`src/rtl/fifo_wr_ctrl.sv`:
```
// ============================================================================
// fifo_wr_ctrl : write-domain pointer/flag controller for a dual-clock FIFO
// Revision 1.0 : initial release
// ============================================================================
`default_nettype none

module fifo_wr_ctrl #(
    parameter int ADDR_WIDTH = 3
) (
    input  logic                  w_clk,
    input  logic                  w_rst_n,
    input  logic                  w_inc,
    input  logic [ADDR_WIDTH:0]   wq2_rptr,
    input  logic [ADDR_WIDTH:0]   af_thresh,
    input  logic                  ovf_clr,
    output logic [ADDR_WIDTH-1:0] w_addr,
    output logic                  w_en,
    output logic [ADDR_WIDTH:0]   gray_w_ptr,
    output logic                  w_full,
    output logic                  w_almost_full,
    output logic [ADDR_WIDTH:0]   w_level,
    output logic                  w_overflow
);

    localparam int PW = ADDR_WIDTH + 1;

    // Full when the write pointer is one lap ahead: top two Gray bits inverted.
    localparam logic [PW-1:0] FULL_MASK = {2'b11, {(PW-2){1'b0}}};

    logic [PW-1:0] wbin;
    logic [PW-1:0] wbin_next;
    logic [PW-1:0] gray_next;
    logic [PW-1:0] rbin;
    logic [PW-1:0] level_next;
    logic          full_next;
    logic          af_next;

    assign w_en      = w_inc & ~w_full;
    assign w_addr    = wbin[ADDR_WIDTH-1:0];
    assign wbin_next = wbin + {{ADDR_WIDTH{1'b0}}, w_en};
    assign gray_next = wbin_next ^ (wbin_next >> 1);

    // Each binary bit is the XOR of all Gray bits at or above it.
    always_comb begin
        rbin = '0;
        for (int i = 0; i < PW; i++) begin
            rbin[i] = ^(wq2_rptr >> i);
        end
    end

    assign level_next = wbin_next - rbin;
    assign full_next  = (gray_next == (wq2_rptr ^ FULL_MASK));
    assign af_next    = (level_next >= af_thresh);

    always_ff @(posedge w_clk) begin
        if (!w_rst_n) begin
            wbin          <= '0;
            gray_w_ptr    <= '0;
            w_full        <= 1'b0;
            w_almost_full <= 1'b0;
            w_level       <= '0;
            w_overflow    <= 1'b0;
        end else begin
            wbin          <= wbin_next;
            gray_w_ptr    <= gray_next;
            w_full        <= full_next;
            w_almost_full <= af_next;
            w_level       <= level_next;
            // A rejected write on the same edge as a clear keeps the flag set.
            if (w_inc && w_full) begin
                w_overflow <= 1'b1;
            end else if (ovf_clr) begin
                w_overflow <= 1'b0;
            end
        end
    end

endmodule

`default_nettype wire
```
`config.mk`:
```
export PLATFORM = sky130hd
export DESIGN_NAME = fifo_wr_ctrl
export DESIGN_NICKNAME = d
export VERILOG_FILES = /design/src/rtl/fifo_wr_ctrl.sv
export SDC_FILE = /design/constraint.sdc
export NUM_CORES = 1
export LEC_CHECK = 0
export ABC_AREA = 1
export ABC_CLOCK_PERIOD_IN_PS = 6500
export CORE_MARGIN = 2
export CORE_UTILIZATION = 48
export CTS_CLUSTER_SIZE = 12
export DETAILED_ROUTE_END_ITERATION = 7
export GPL_TIMING_DRIVEN = 0
export MAX_ROUTING_LAYER = met4
export PLACE_DENSITY = 0.78
export SLEW_MARGIN = 30
export SYNTH_ARGS = -nofsm -noshare
export SYNTH_HDL_FRONTEND = slang
export SYNTH_SLANG_ARGS = --single-unit
export TNS_END_PERCENT = 30
```
`constraint.sdc`:
```
create_clock -name w_clk -period 6.5 [get_ports w_clk]
set_input_delay 0.65 -clock w_clk [delete_from_list [all_inputs] [get_ports w_clk]]
set_output_delay 0.65 -clock w_clk [all_outputs]
set_load 0.02 [all_outputs]
```
**Word level (Yosys, flattened, before mapping)**

Cells that the tools add are included.

- Logic and storage cells: 22
- Output and inout bits: 15
- Bits of input ports: 12
- Register bits: 15

- Order comparisons: 1
- Add/subtract/negate cells: 2
- Reductions and logical operators: 6
- Muxes and demuxes: 2
- Bitwise gates (word level): 4
- Equality and inequality tests: 1

Operators by type and width:

| cell | count |
|---|---|
| $reduce_xor 4->1 | 4 |
| $add 4x1->4 | 1 |
| $eq 4x4->1 | 1 |
| $ge 4x4->1 | 1 |
| $sub 4x4->4 | 1 |
| $xor 4x3->4 | 1 |
| $mux 1 | 2 |
| $not 2->2 | 1 |
| $reduce_bool 2->1 | 1 |
| $and 1x1->1 | 1 |
| $logic_and 1x1->1 | 1 |
| $not 1->1 | 1 |

**Depth between registers and ports, before layout**

Gate-level depths: netlist of the first run.

- Depth in word-level cells: 5
- Depth in mapped cells: 20
- Depth with buffers taken out: 20

**Least setup slack after synthesis of the first run**

Ideal clock, no wire load.

- Path type: input to register
- Start: input port w_inc
- End: register w_almost_full
- Arrival: 3.001 ns
- Path slack: 3.391 ns
- Buffers on the path: 0
- Data required time: 6.391 ns
- Setup time: 0.109 ns
- Stages: 18
- Path through: inv_1 -> nor2_1 -> ha_1 -> ha_1 -> inv_1 -> nand2_1 -> nand2_1 -> ha_1 -> a21o_1 -> nor2_1 -> nand3_1 -> nand2_1 -> inv_1 -> ha_1 -> a21oi_1 -> nand3_1 -> nand2_1 -> inv_1

- Cells in the longest elaborated chain, start to end: 4

RTL lines:

| what | line | text |
|---|---|---|
| start: declaration | 12 | `input logic w_inc,` |
| $and 1x1->1 | 38 | `assign w_en = w_inc & ~w_full;` |
| net w_en | 17 | `output logic w_en,` |
| $add 4x1->4 | 40 | `assign wbin_next = wbin + {{ADDR_WIDTH{1'b0}}, w_en};` |
| net wbin_next[2] | 31 | `logic [PW-1:0] wbin_next;` |
| $sub 4x4->4 | 51 | `assign level_next = wbin_next - rbin;` |
| net level_next[3] | 34 | `logic [PW-1:0] level_next;` |
| $ge 4x4->1 | 53 | `assign af_next = (level_next >= af_thresh);` |
| end signal: assignment | 67 | `w_almost_full <= af_next;` |
| end: declaration | 20 | `output logic w_almost_full,` |

The timed path passes the listed nets, and every way through them passes these cells.
A chain may end at the register's enable or synchronous reset.

**Worst setup path after layout of the first run**

- Start: input port w_inc
- End: register w_almost_full

- Cells in the longest elaborated chain, start to end: 4

RTL lines:

| what | line |
|---|---|
| $and 1x1->1 | 38 |
| $add 4x1->4 | 40 |
| net wbin_next[2] | 31 |
| $sub 4x4->4 | 51 |
| net level_next[3] | 34 |
| $ge 4x4->1 | 53 |

The timed path passes the listed nets, and every way through them passes these cells.

==> results of run 1 <==
final cells by class:
cell class | instances | area, sq um | area share
timing repair buffer | 26 | 260 | 0.223
inverter | 24 | 90.1 | 0.0773
clock buffer | 4 | 36.3 | 0.0311
tap | 17 | 21.3 | 0.0182
sequential | 14 | 280 | 0.240
multi-input combinational | 83 | 478 | 0.410
worst max-delay path, delay by kind of cell:
kind,cells,cell delay (ns)
buffers and inverters,5,0.70
and+or+nand+nor,8,0.75
adders and majority gates,4,1.15
AOI/OAI and AO/OA,2,0.34
placed cells by master (no fill, tap or decap):
| cell | instances |
|---|---|
| xor2_2 | 1 |
| a21o_1 | 1 |
| clkbuf_8 | 1 |
| ha_1 | 9 |
| a21oi_1 | 5 |
| dfxtp_1 | 14 |
| clkinv_1 | 1 |
| nand4_1 | 3 |
| xnor2_2 | 1 |
| clkbuf_4 | 3 |
| clkdlybuf4s50_1 | 26 |
| nand3_1 | 14 |
| or2_2 | 1 |
| nor2_1 | 12 |
| nand2_1 | 33 |
| o211ai_1 | 1 |
| fa_1 | 1 |
| inv_1 | 23 |
| xor2_1 | 1 |
report_power, final:
group | switching, W | internal, W
clock | 0.0000291 | 0.0000341
combinational | 0.0000643 | 0.0000557
sequential | 0.00000342 | 0.0000968
worst paths after layout:
check,end,depth (start not counted),slack [ns],startpoint
worst max-delay path,w_almost_full,19,3.11,w_inc
worst min-delay path,w_overflow,2,0.46,w_overflow
worst max register to register,w_almost_full,17,3.66,w_full
worst min register to register,w_overflow,2,0.46,w_overflow
kinds of logic (layout without fill, tap and decap cells):
kind of cell / count (synthesis) / in the layout / share of synthesized area
and+or+nand+nor: 63 / 63 / 0.311
buffers and inverters: 24 / 54 / 0.106
DFF: 14 / 14 / 0.330
adders and majority gates: 10 / 10 / 0.156
AOI/OAI and AO/OA: 7 / 7 / 0.0472
xor gates and xnor gates: 3 / 3 / 0.0487
cell usage after synthesis:
cell,number,area share
nand2_1,33,0.15
inv_1,23,0.10
dfxtp_1,14,0.33
nand3_1,14,0.083
nor2_1,12,0.053
ha_1,9,0.13
a21oi_1,5,0.029
nand4_1,3,0.022
a21o_1,1,0.0089
clkinv_1,1,0.0044
fa_1,1,0.024
o211ai_1,1,0.0089
or2_2,1,0.0074
xnor2_2,1,0.019
xor2_1,1,0.010
xor2_2,1,0.019
state kept, by name (all words and copies together), names as in the netlist:
name           flops
w_full             1
wbin               3
w_overflow         1
w_level            4
gray_w_ptr         4
w_almost_full      1
routing by layer:
layer,global-route usage,vias to the layer above,wire length (um)
met5,-,-,0
met4,0.103,0,40
met3,0.0516,5,69
met2,0.344,20,878
met1,0.240,374,839
li1,-,438,-
metrics by stage:
step                setup slack [ns]  cell area [sq um]  power, W  std cells   util
floorplan                       3.39                848  0.000178        121      -
global placement                2.95               1130  0.000218        164  0.669
detailed placement              2.83               1130  0.000222        164  0.669
CTS                             3.11               1170  0.000286        168  0.690
global route                    2.84               1170  0.000307        168  0.690
finish                          3.11               1170  0.000283        168  0.690
==> impl_metrics.py, run 1 <==
metrics = {
    "outcome": {
        "status": "complete, no violations",
    },
    "flow_run": {
        "drv_cap": 0,
    },
    "logic_synthesis": {
        "seq_area_frac_synth": 0.330,
        "syn_nets": 143,
        "synth_cells": 121,
        "synth.cell_area_sq_um": 848,
        "synth_seq_cells": 14,
        "synth.avg_cell_area_sq_um": 7.01,
        "ys_types": 16,
        "yosysWarnings": 0,
    },
    "routing": {
        "drt-wirelength-per-cell_um": 10.9,
        "dr_total_vias": 837,
        "vias_per_cell": 4.98,
        "drt_wl_total_um": 1830,
        "drtAntennaViolNets": 0,
        "first_pass_iters": 5,
        "drt_iter0_markers": 15,
        "drc_errors": 0,
    },
    "floorplanning": {
        "initial_core_util": 0.502,
        "core_sq_um": 1690,
        "io_pins": 27,
        "die_h_um": 46.0,
        "dieArea_sq_um": 2120,
        "die_w_um": 46.0,
        "rows": 15,
    },
    "clocking": {
        "cts_hold_buffers": 0,
        "clk_latency_ns": 0.28,
        "post_cts_resize_count": 0,
        "clock-sinks": 14,
        "cts_tree": "yes",
        "clockRootBuffer": "clkbuf_4",
        "htreeDepth": 1,
        "clk_pin_slew_ns": 0.09,
        "clockBufferDepth": 2,
        "numCtsBuffers": 3,
        "post_cts_buffers": 0,
    },
    "global_route": {
        "antenna_found_initial": 0,
        "grt_pass1_wl_um": 2990,
        "grt_max_degree": 11,
        "grt_overflow": 0,
        "track_usage": 0.212,
        "grt_pass1_vias": 711,
    },
    "layout": {
        "syn2layout_area_growth_pct": 37.5,
        "fin_nets": 174,
        "fill_cells": 143,
        "layout-drive-gt1-share": 0.0464,
        "n_antenna_cell": 0,
    },
    "placement": {
        "io_buffers": 26,
        "dpl.hpwl_um": 1510,
        "place.gp.congestion": 0.865,
    },
    "sta": {
        "hold_viol_final": 0,
        "relSlewSlack": 0.796,
        "min_period_ns": 3.39,
        "rsz0062_at_grt": "no",
        "period_share": 0.522,
        "fmax_ghz": 0.295,
        "fin_hold_ws_ns": 0.462,
        "tightestPinTransition_ns": 0.304,
        "tns_ns": 0,
        "setup_viol": 0,
        "finClkSkew_ns": 0.00270,
        "finalMaxSlewViolations": 0,
    },
    "setup_path": {
        "required_ns": 6.69,
        "start_kind": "primary input",
        "worstSetupEndpointType": "flip-flop",
        "cp.arrival_ns": 3.58,
        "crit_type": "in2reg",
        "cp_max_fo": 4,
        "cp_slowest_cell": "clkdlybuf4s50_1",
        "crit_path_max_incr_delay_ns": 0.49,
        "crit_chain": "clkdlybuf4s50_1 -> inv_1 -> nor2_1 -> ha_1 -> ha_1 -> inv_1 -> nand2_1 -> nand2_1 -> ha_1 -> a21o_1 -> nor2_1 -> nand3_1 -> nand2_1 -> inv_1 -> ha_1 -> a21oi_1 -> nand3_1 -> nand2_1 -> inv_1",
    },
    "power": {
        "power_density_nw_per_um2": 243,
        "p_leak_nw": 0.613,
        "max-vdd-ir-drop_uv": 168,
    },
    "hold_path": {
        "min_path_type": "reg2reg",
    },
}
Power figures use the tool's default switching activity.
==> inputs of run 2 (changes only) <==
Settings changed: ABC_CLOCK_PERIOD_IN_PS 6500 to 3100, CORE_UTILIZATION 48 to 40, PLACE_DENSITY 0.78 to 0.69.
Clock period 6.5 ns to 3.1 ns, I/O delays scaled along.
==> run 2 against run 1 <==
Compared with the run above:
- register-to-register slack lost 3.2 ns
- global-route usage shrank 5.6 points
- flip-flop and latch count is the same
- via count shrank 1.7%
==> impl_metrics.py, run 2 (synthesis results as in run 1) <==
metrics = {
    "routing": {
        "drt-met1-wl_um": 818,
        "drt-wirelength-per-cell_um": 9.63,
        "wl_met3_um": 95,
        "first_pass_iters": 4,
        "drt_iter0_markers": 21,
        "highest_layer": "met4",
        "drtAntennaViolNets": 0,
        "drc_errors": 0,
        "vias_per_cell": 4.57,
        "drt_wl_total_um": 1730,
        "dr_total_vias": 823,
        "wl_met2_um": 806,
    },
    "layout": {
        "biggestRegsByFlops": "gray_w_ptr x4, w_level x4, wbin x3",
        "n_antenna_cell": 0,
        "layout-drive-gt1-share": 0.0850,
        "final_common_cell": "nand2_1",
        "finalInstanceArea_sq_um": 1210,
        "syn2layout_area_growth_pct": 43.1,
        "fin_util": 0.612,
        "most-common-layout-cells": "33 x nand2_1, 26 x clkdlybuf4s50_1, 23 x inv_1",
        "fin_nets": 176,
    },
    "hold_path": {
        "hp-start": "w_overflow",
        "min_path_type": "reg2reg",
    },
    "sta": {
        "finClkSkew_ns": 0.0124,
        "fmax_ghz": 0.350,
        "period_share": 0.920,
        "fin_ws_ns": 0.246,
        "relSlewSlack": 0.799,
        "tightestPinTransition_ns": 0.299,
        "min_period_ns": 2.85,
        "setup_viol": 0,
        "hold_viol_final": 0,
        "finalMaxSlewViolations": 0,
    },
    "clocking": {
        "cts_hold_buffers": 0,
        "cts_tree": "yes",
        "clk_latency_ns": 0.28,
        "clockRootBuffer": "clkbuf_4",
        "clk_pin_slew_ns": 0.08,
        "htreeDepth": 1,
        "clock-sinks": 14,
        "numCtsBuffers": 3,
        "clockBufferDepth": 2,
    },
    "floorplanning": {
        "core_sq_um": 1980,
        "dieArea_sq_um": 2510,
        "initial_core_util": 0.428,
        "die_h_um": 50.1,
        "io_pins": 27,
        "die_w_um": 50.1,
        "rows": 16,
    },
    "setup_path": {
        "start_kind": "primary input",
        "cp-startpoint": "w_inc",
        "cp_max_fo": 4,
        "timing.rr.start": "w_full",
        "crit_type": "in2reg",
        "worstSetupEndpointType": "flip-flop",
        "required_ns": 3.28,
        "cp.arrival_ns": 3.03,
    },
    "placement": {
        "io_buffers": 26,
        "dpl.hpwl_um": 1380,
        "place.gp.congestion": 0.754,
        "dp_slack_ns": -0.170,
        "dpl_cell_area_sq_um": 1140,
    },
    "outcome": {
        "status": "complete, no violations",
    },
    "global_route": {
        "grt_pass1_wl_um": 2850,
        "antenna_found_initial": 0,
        "grt_pass1_vias": 713,
        "track_usage": 0.155,
        "grt_max_degree": 11,
        "grt_overflow": 0,
    },
    "power": {
        "max-vdd-ir-drop_uv": 292,
        "power_density_nw_per_um2": 493,
        "p_leak_nw": 0.618,
    },
    "flow_run": {
        "drv_cap": 0,
    },
}
[run 2: changes by cell type in the layout (fill, tap and decap cells not counted)]
| cell | change |
|---|---|
| nor2_1 | -1 |
| nor2_2 | +1 |
| ha_1 | -3 |
| ha_4 | +1 |
| ha_2 | +2 |
| buf_4 | +2 |
[run 2: power breakdown]
group          switching [W]  leakage, nW  internal (W)  total [W]
sequential        0.00000805        0.115      0.000203   0.000211
clock              0.0000602       0.0210     0.0000714   0.000132
combinational       0.000135        0.482      0.000120   0.000256
[run 2: timing repair]
action / in CTS / in global routing
resized for setup: 0 / 4
setup endpoints to repair: 0 / 1
endpoints found under the hold margin: 0 / 0
setup buffers: 0 / 2
[run 2: per-layer routing]
metal,track usage,vias to the layer above
met1,0.179,356
met4,0.0417,0
met3,0.0545,2
met5,-,-
li1,-,442
met2,0.254,23
[run 2: final cells by class]
| type | count | area, sq um |
|---|---|---|
| clock buffers | 4 | 36.3 |
| repair buffers | 28 | 275 |
| fillers | 185 | 768 |
| multi-input cells | 83 | 498 |
| flip-flops and latches | 14 | 280 |
| inverters | 24 | 90.1 |
| well taps | 27 | 33.8 |
[run 2: worst paths after layout]
kind | depth (start not counted) | end | slack [ns]
setup / recovery | 19 | w_almost_full | 0.25
hold / removal | 2 | w_overflow | 0.46
setup reg to reg | 17 | w_almost_full | 0.46
hold reg to reg | 2 | w_overflow | 0.46
[run 2: metrics by stage]
stage / cells / power (W) / setup TNS [ns] / hold slack, ns
floorplan: 121 / 0.000374 / 0 / 0.408
global placement: 174 / 0.000459 / -0.146 / 0.451
detailed placement: 174 / 0.000464 / -0.170 / 0.460
CTS: 178 / 0.000599 / 0 / 0.472
global route: 180 / 0.000644 / -0.0149 / 0.486
finish: 180 / 0.000599 / 0 / 0.464
[run 2: critical path: stages]
cell	delay, ns
clkdlybuf4s50_1	0.48
inv_1	0.06
nor2_2	0.10
ha_2	0.21
ha_2	0.21
inv_1	0.06
nand2_1	0.05
nand2_1	0.11
ha_4	0.27
a21o_1	0.15
nor2_1	0.12
nand3_1	0.09
nand2_1	0.10
inv_1	0.05
ha_1	0.30
a21oi_1	0.16
nand3_1	0.10
nand2_1	0.07
inv_1	0.03
